==> src/rtl/note_sequencer.sv <==
// rtl/note_sequencer.sv - steps a registered note ROM one address per beat and drives fullnote plus an articulation gate
// Start/pause/stop playback control, end-of-song on note code 0 or last address, optional looping.
module note_sequencer #(
  parameter int unsigned BEAT_DIV   = 4194304,
  parameter int unsigned GAP_CYCLES = 262144,
  parameter int unsigned ADDR_W     = 8,
  parameter bit          LOOP       = 1'b0
) (
  input  logic              clk,
  input  logic              rst_n,
  input  logic              start,
  input  logic              pause,
  input  logic              stop,
  output logic [ADDR_W-1:0] rom_addr,
  input  logic [7:0]        rom_note,
  output logic [7:0]        fullnote,
  output logic              note_gate,
  output logic              busy,
  output logic              song_done
);

  localparam int unsigned      CNT_W    = (BEAT_DIV > 1) ? $clog2(BEAT_DIV) : 1;
  localparam logic [CNT_W-1:0] CNT_ONE  = CNT_W'(1);
  localparam logic [CNT_W-1:0] CNT_LAST = CNT_W'(BEAT_DIV - 1);
  localparam logic [CNT_W-1:0] CNT_GAP  = CNT_W'(GAP_CYCLES);
  localparam logic [ADDR_W-1:0] ADDR_MAX = '1;

  typedef enum logic [1:0] {
    S_IDLE  = 2'd0,
    S_FETCH = 2'd1,
    S_PLAY  = 2'd2,
    S_DONE  = 2'd3
  } state_e;

  state_e            state_q, state_d;
  logic [CNT_W-1:0]  cnt_q, cnt_d;
  logic [ADDR_W-1:0] addr_q, addr_d;
  logic [7:0]        note_q, note_d;
  logic              done_q, done_d;
  logic              end_song;

  always_ff @(posedge clk or negedge rst_n) begin
    if (!rst_n) begin
      state_q <= S_IDLE;
      cnt_q   <= '0;
      addr_q  <= '0;
      note_q  <= '0;
      done_q  <= 1'b0;
    end else begin
      state_q <= state_d;
      cnt_q   <= cnt_d;
      addr_q  <= addr_d;
      note_q  <= note_d;
      done_q  <= done_d;
    end
  end

  always_comb begin
    state_d  = state_q;
    cnt_d    = cnt_q;
    addr_d   = addr_q;
    note_d   = note_q;
    done_d   = 1'b0;
    end_song = 1'b0;
    if (stop) begin
      state_d = S_IDLE;
      cnt_d   = '0;
      addr_d  = '0;
      note_d  = '0;
    end else begin
      case (state_q)
        S_IDLE, S_DONE: begin
          if (start) begin
            state_d = S_FETCH;
            cnt_d   = '0;
            addr_d  = '0;
          end
        end
        S_FETCH: begin
          if (!pause) begin
            cnt_d = cnt_q + CNT_ONE;
            // rom_note is valid on the second fetch cycle only
            if (cnt_q == CNT_ONE) begin
              if (rom_note == 8'd0) begin
                end_song = 1'b1;
              end else begin
                note_d  = rom_note;
                state_d = S_PLAY;
              end
            end
          end
        end
        S_PLAY: begin
          if (!pause) begin
            if (cnt_q == CNT_LAST) begin
              cnt_d = '0;
              if (addr_q == ADDR_MAX) begin
                end_song = 1'b1;
              end else begin
                addr_d  = addr_q + 1'b1;
                state_d = S_FETCH;
              end
            end else begin
              cnt_d = cnt_q + CNT_ONE;
            end
          end
        end
        default: state_d = S_IDLE;
      endcase
      if (end_song) begin
        note_d = '0;
        done_d = 1'b1;
        cnt_d  = '0;
        if (LOOP) begin
          state_d = S_FETCH;
          addr_d  = '0;
        end else begin
          state_d = S_DONE;
        end
      end
    end
  end

  assign rom_addr  = addr_q;
  assign fullnote  = note_q;
  assign song_done = done_q;
  assign busy      = (state_q == S_FETCH) || (state_q == S_PLAY);
  // The leading gap of each step articulates repeated notes
  assign note_gate = (state_q == S_PLAY) && !pause && (cnt_q >= CNT_GAP) && (note_q != 8'd0);

endmodule

==> config.mk <==
export PLATFORM = sky130hd
export DESIGN_NAME = note_sequencer
export DESIGN_NICKNAME = d
export VERILOG_FILES = /design/src/rtl/note_sequencer.sv
export SDC_FILE = /design/constraint.sdc
export NUM_CORES = 1
export LEC_CHECK = 0
export CAP_MARGIN = 5
export CORE_MARGIN = 5
export CORE_UTILIZATION = 55
export CTS_CLUSTER_DIAMETER = 60
export CTS_CLUSTER_SIZE = 25
export DETAILED_ROUTE_END_ITERATION = 16
export PLACE_DENSITY_LB_ADDON = 0.3
export SETUP_SLACK_MARGIN = 0.2
export SLEW_MARGIN = 20
export SYNTH_ARGS = -nofsm -noshare
export SYNTH_HDL_FRONTEND = slang
export SYNTH_SLANG_ARGS = --single-unit
==> constraint.sdc <==
create_clock -name clk -period 2.5 [get_ports clk]
set_input_delay 0.625 -clock clk [delete_from_list [all_inputs] [get_ports clk]]
set_output_delay 0.625 -clock clk [all_outputs]
set_load 0.02 [all_outputs]
# Yosys cells after proc, flatten, opt, wreduce, memory -nomap -nowiden
# Index checks and enable logic that the tools add are counted.
word_totals:
  mem_bits_rw: 0
  elab_cells: 82
  romBits: 0
  ff_bits: 41
  latchBits: 0
  output_inout_bits: 19
  in_bits: 13
  n_memories: 0
op_classes:
  div: 0
  addsub: 2
  n_mul: 0
  bitwise_logic: 0
  reduce_logical: 16
  n_mux: 39
  eq_ne: 19
  n_shift: 0
  order_cmp: 1
ops:
  columns: ["cell", "count"]
  rows:
  - ["two-way mux 22 bit", 6]
  - ["two-way mux 8 bit", 11]
  - ["one-hot mux 22 bit (3 select lines)", 1]
  - ["inequality test 4 bit, second input constant", 7]
  - ["adder 22 x 1 -> 22 bit, second input constant", 1]
  - ["== test 22 x 1 -> 1 bit, second input constant", 1]
  - ["== test 22 bit, second input constant", 1]
  - ["greater-or-equal comparator 22 x 19 -> 1 bit, second input constant", 1]
  - ["two-way mux 2 bit", 9]
  - ["one-hot mux 8 bit (2 select lines)", 1]
  - ["inequality test 3 bit, second input constant", 4]
  - ["two-way mux 1 bit", 9]
  - ["nonzero test 3 bit", 3]
  - ["adder 8 x 1 -> 8 bit, second input constant", 1]
  - ["== test 8 bit, second input constant", 1]
  - ["zero test 8 bit", 1]
  - ["nonzero test 8 bit", 1]
  - ["AND reduction 7 bit", 1]
  - ["one-hot mux 2 bit (3 select lines)", 1]
  - ["AND reduction 5 bit", 1]
  - ["== test 2 bit, second input constant", 2]
  - ["AND reduction 4 bit", 1]
  - ["logical AND 1 bit", 3]
  - ["inequality test 3 x 1 -> 1 bit, second input constant", 1]
  - ["8 further kinds", 8]

# Logic depth before layout (Yosys ltp)
logic_depth:
  word_depth: 8
  mapped_depth: 9
  ltp_nobuf: 8

# Least setup slack after synthesis
# Ideal clock, no wire load.
synth_timing:
  kind: "register to register"
  from: "register addr_q[0], in the netlist rom_addr[0]"
  to: "register cnt_q[2]"
  setup_slack_ps: 347
  arrival_ps: 2027
  stages_incl_launch_ff: 9
  required_ps: 2374
  synth_period_minus_slack_ps: 2153
  path_buffers: 1
  path_cell_list: "dfrtp_1 -> ha_1 -> nand3_1 -> or2_2 -> o21a_1 -> o211ai_1 -> clkbuf_2 -> nor3b_1 -> a221o_1"
synth_via:
  elab_chain_cells: 8
  word_cells_on_any_way: 12
  cone_classes: "eq/ne (4); mux (7); reduce/logical (1)"
synth_rtl:
  columns: ["item", "line", "source"]
  rows:
  - ["start, declared", "37", "logic [ADDR_W-1:0] addr_q, addr_d;"]
  - ["start signal, assigned", "52", "addr_q <= addr_d;"]
  - ["== test 8 bit (*)", "97", "if (addr_q == ADDR_MAX) begin"]
  - ["two-way mux 1 bit (*)", "97", null]
  - ["two-way mux 1 bit (*)", "95", "if (cnt_q == CNT_LAST) begin"]
  - ["two-way mux 1 bit (*)", "94", "if (!pause) begin"]
  - ["one-hot mux 1 bit (2 select lines) (*)", "71", "case (state_q)"]
  - ["two-way mux 1 bit (*)", "65", "if (stop) begin"]
  - ["inequality test 4 bit (no line) or two-way mux 22 bit (tied branches)", null, null]
  - ["AND reduction 3 bit (no line) or two-way mux 22 bit (tied branches)", null, null]
  - ["end signal, assigned", "51", "cnt_q <= cnt_d;"]
  - ["end, declared", "36", "logic [CNT_W-1:0] cnt_q, cnt_d;"]
# Mark *: on every way between the ends. The rest lies on a longest branch, timed or not. The select of a mux whose other input is x is not followed.
# A chain may end at the register's enable or synchronous reset.

# Worst setup path in the final report
layout_timing:
  from: "register state_q[0]"
  to: "output port note_gate"
layout_via:
  elab_chain_cells: 4
layout_rtl:
  columns: ["item", "line", "source"]
  rows:
  - ["start, declared", "35", "state_e state_q, state_d;"]
  - ["start signal, assigned", "50", "state_q <= state_d;"]
  - ["== test 2 bit", "129", "assign note_gate = (state_q == S_PLAY) && !pause && (cnt_q >= CNT_GAP) && (note_q != 8'd0);"]
  - ["logical AND 1 bit (3 in series)", "129", null]
  - ["end, declared", "17", "output logic note_gate,"]
# Every way passes these cells.

==> reports/qor.txt <==
status - finished clean
post-synthesis sequential element count - 41
final net count - 355
fill cell total of the finished layout - 338
Tot GR Track Use - 21.4%
DR iter-0 viols - 115
worst skew pair latency - 0.30 ns
Netlist cell types - 45
Die Span X - 76.4 um
IO Port Bufs - 31
CTS Buffer Depth - 2
drt drc - 0
post-synthesis cell area - 0.00242 sq mm
Hold Crit Class - input port to async pin
CP max FO - 6
RSZ-0062 raised after global routing - yes
CTS clk-pin slew, worst paths - 0.09 ns
sequential area share after synthesis - 42.3%
CP endpoint kind - output pin
HPWL after DPL - 4250 um
initial antenna violation count - 0
P_leak - 1.34 nW
Slew Limit Headroom - 70.1%
row count - 24
Post-Synthesis Cells - 282
vias in the first global route - 2239
final hold vios - 0
share of layout cells above drive strength 1 - 16.6%
post-synthesis net count - 301
TritonCTS Buffers - 5
FF-to-FF setup slack - 0.19 ns
Max Cap Viol - 0
Setup CP Type - register to output pin
area delta synth->final - 30.5%
fin. max-slew vios - 0
Final Setup Violations - 0
vias per cell - 6.10
Routed WL - 6240 um
share of synthesized registers carrying an async set or reset - 100%
largest net degree at the start of global routing - 28
critical path startpoint category - register
hold_buf cts - 0
RR Endpoint - cnt_q[6]$_DFFE_PN0P_
Reg2Reg Depth - 9
reg2reg start - state_q[0]$_DFFE_PN0P_
Setup Skew - 0.0128 ns
fmax - 431 MHz
H-tree depth - 2
core area - 0.00432 sq mm
vias post-DR - 2372
Final min period - 2.32 ns
Die Ht - 76.4 um
# IOs - 32
Cells after DPL - 371
Slew @ Worst Pin - 0.444 ns
period utilization - 92.8%
required time worst endpoint - 1.88 ns
Die Area - 0.00583 sq mm
Peak VDD IR - 0.000488 V
Root Buffer - clkbuf_8
final std cells w/o fill - 389
Pre-antenna DRT Iters - 4
first-pass GRT wire length - 10400 um
Starting Density - 56.0%
CTS sink count - 41
crit path DAT - 1.69 ns
Antenna Diode Count - 0
number of synthesized flops with an enable pin - 0
WL/cell - 16.0 um
Placer Congestion - 0.831
Total Power - 2.14 mW
TritonCTS clock tree - built
syn avg cell area - 8.59 sq um
pwr/cell area - 678 mW/mm^2
post-route ant nets - 0
GRT overflow - 0
yosys synthesis warning count - 0
Synth Flop Type - dfrtp_1
[how the worst max path moves through the flow]
stage	from	to	slack, ns	cells after the start
detailed placement	pause	note_gate	-0.26	4
global placement	pause	note_gate	-0.18	4
floorplan	rom_addr[0]$_DFFE_PN0P_	cnt_q[2]$_DFFE_PN0P_	0.35	8
CTS	cnt_q[1]$_DFFE_PN0P_	cnt_q[20]$_DFFE_PN0P_	0.22	9
global route	state_q[1]$_DFFE_PN0P_	cnt_q[6]$_DFFE_PN0P_	0.10	8
finish	state_q[0]$_DFFE_PN0P_	note_gate	0.18	5
[per-stage QoR]
step           hold slack [ns]  TNS [ns]  util (%)  worst slack (ns)  area, sq um
6_report                 0.218         0      73.1             0.180         3160
2_1_floorplan            0.329         0         -             0.347         2420
3_5_place_dp             0.529     -2.37      67.0            -0.259         2900
4_1_cts                  0.223         0      71.2             0.215         3080
3_3_place_gp             0.499    -0.933      67.0            -0.177         2900
5_1_grt                  0.243         0      73.1             0.101         3160
[repair_timing]
| action | in CTS | in global routing |
|---|---|---|
| buffers inserted | 3 | 5 |
| pin swaps | 5 | 11 |
| setup endpoints to repair | 14 | 14 |
| gates resized for setup | 23 | 16 |
| gates cloned | 2 | 0 |
[power breakdown]
part | switching (mW) | internal [mW] | total, mW
Clock | 0.234 | 0.326 | 0.559
Sequential | 0.0407 | 0.696 | 0.736
Combinational | 0.450 | 0.398 | 0.848
[area by class of cell]
| cell class | count | area, sq um | share of cell area [%] |
|---|---|---|---|
| Multi-Input combinational cell | 216 | 1360 | 43.0 |
| Sequential cell | 41 | 1030 | 32.5 |
| Timing Repair Buffer | 59 | 543 | 17.2 |
| Clock buffer | 7 | 86.3 | 2.73 |
| Tap cell | 52 | 65.1 | 2.06 |
| Inverter | 13 | 48.8 | 1.54 |
| Clock inverter | 1 | 30.0 | 0.950 |
[synthesized netlist by cell type (3+ instances only)]
cell type	count	area, sq um
a21oi_1	14	70.1
nor4_1	9	56.3
o31ai_1	4	30.0
o21ai_0	20	100
nor2b_1	3	18.8
nor3b_1	3	22.5
o311ai_0	7	61.3
nand2b_1	7	43.8
and2_1	3	18.8
ha_1	6	75.1
nand4_1	5	31.3
nand2_1	43	161
buf_2	3	15.0
dfrtp_1	41	1030
or3_1	8	50.1
and3_1	5	31.3
nor2_1	13	48.8
clkbuf_1	7	26.3
nand3_1	28	140
inv_1	13	48.8
and4_1	3	26.3
a31oi_1	5	31.3
[flip-flops by register name, summed over array words and instances, names as in the netlist]
| name | cells |
|---|---|
| state_q | 2 |
| song_done | 1 |
| fullnote | 8 |
| rom_addr | 8 |
| cnt_q | 22 |
[per-layer routing]
layer  up-vias  routed length (um)  GRT usage, %
met5         -                   0             0
met4         0                 199          7.52
met3        19                 316          4.26
met2        73                3090          36.1
met1      1137                2640          27.2
li1       1143                   -             -
[cells in the final DEF, fill, tap and decap left out, types with 3 or more instances in the layout]
cell             instances
nand2_1                 43
dfrtp_1                 39
nand3_1                 28
buf_4                   24
clkdlybuf4s50_1         19
o21ai_0                 16
a21oi_1                 14
inv_1                   13
nor2_1                  13
dlygate4sd2_1           10
or3_1                    8
nor4_1                   7
nand2b_1                 7
clkbuf_8                 6
nand4_1                  5
and3_1                   5
a31oi_1                  5
o311ai_0                 5
o31ai_1                  4
o21ai_1                  4
nor3b_1                  3
and2_1                   3
nor2b_1                  3
ha_1                     3
[critical path, cell delays in order (launching register included)]
cell and delay, ns:
dfrtp_1 0.44, inv_1 0.08, ha_1 0.28, nand2b_1 0.14, a211oi_1 0.24, buf_2 0.22
[kinds of logic after synthesis]
kind of cell | Yosys count | share of synthesized area [%]
AOI/OAI and AO/OA | 66 | 17.4
DFF | 41 | 42.3
adders and majority gates | 6 | 3.10
buffers and inverters | 25 | 4.39
and+or+nand+nor | 144 | 32.7
Note: power is estimated with default switching activity, not from simulation.
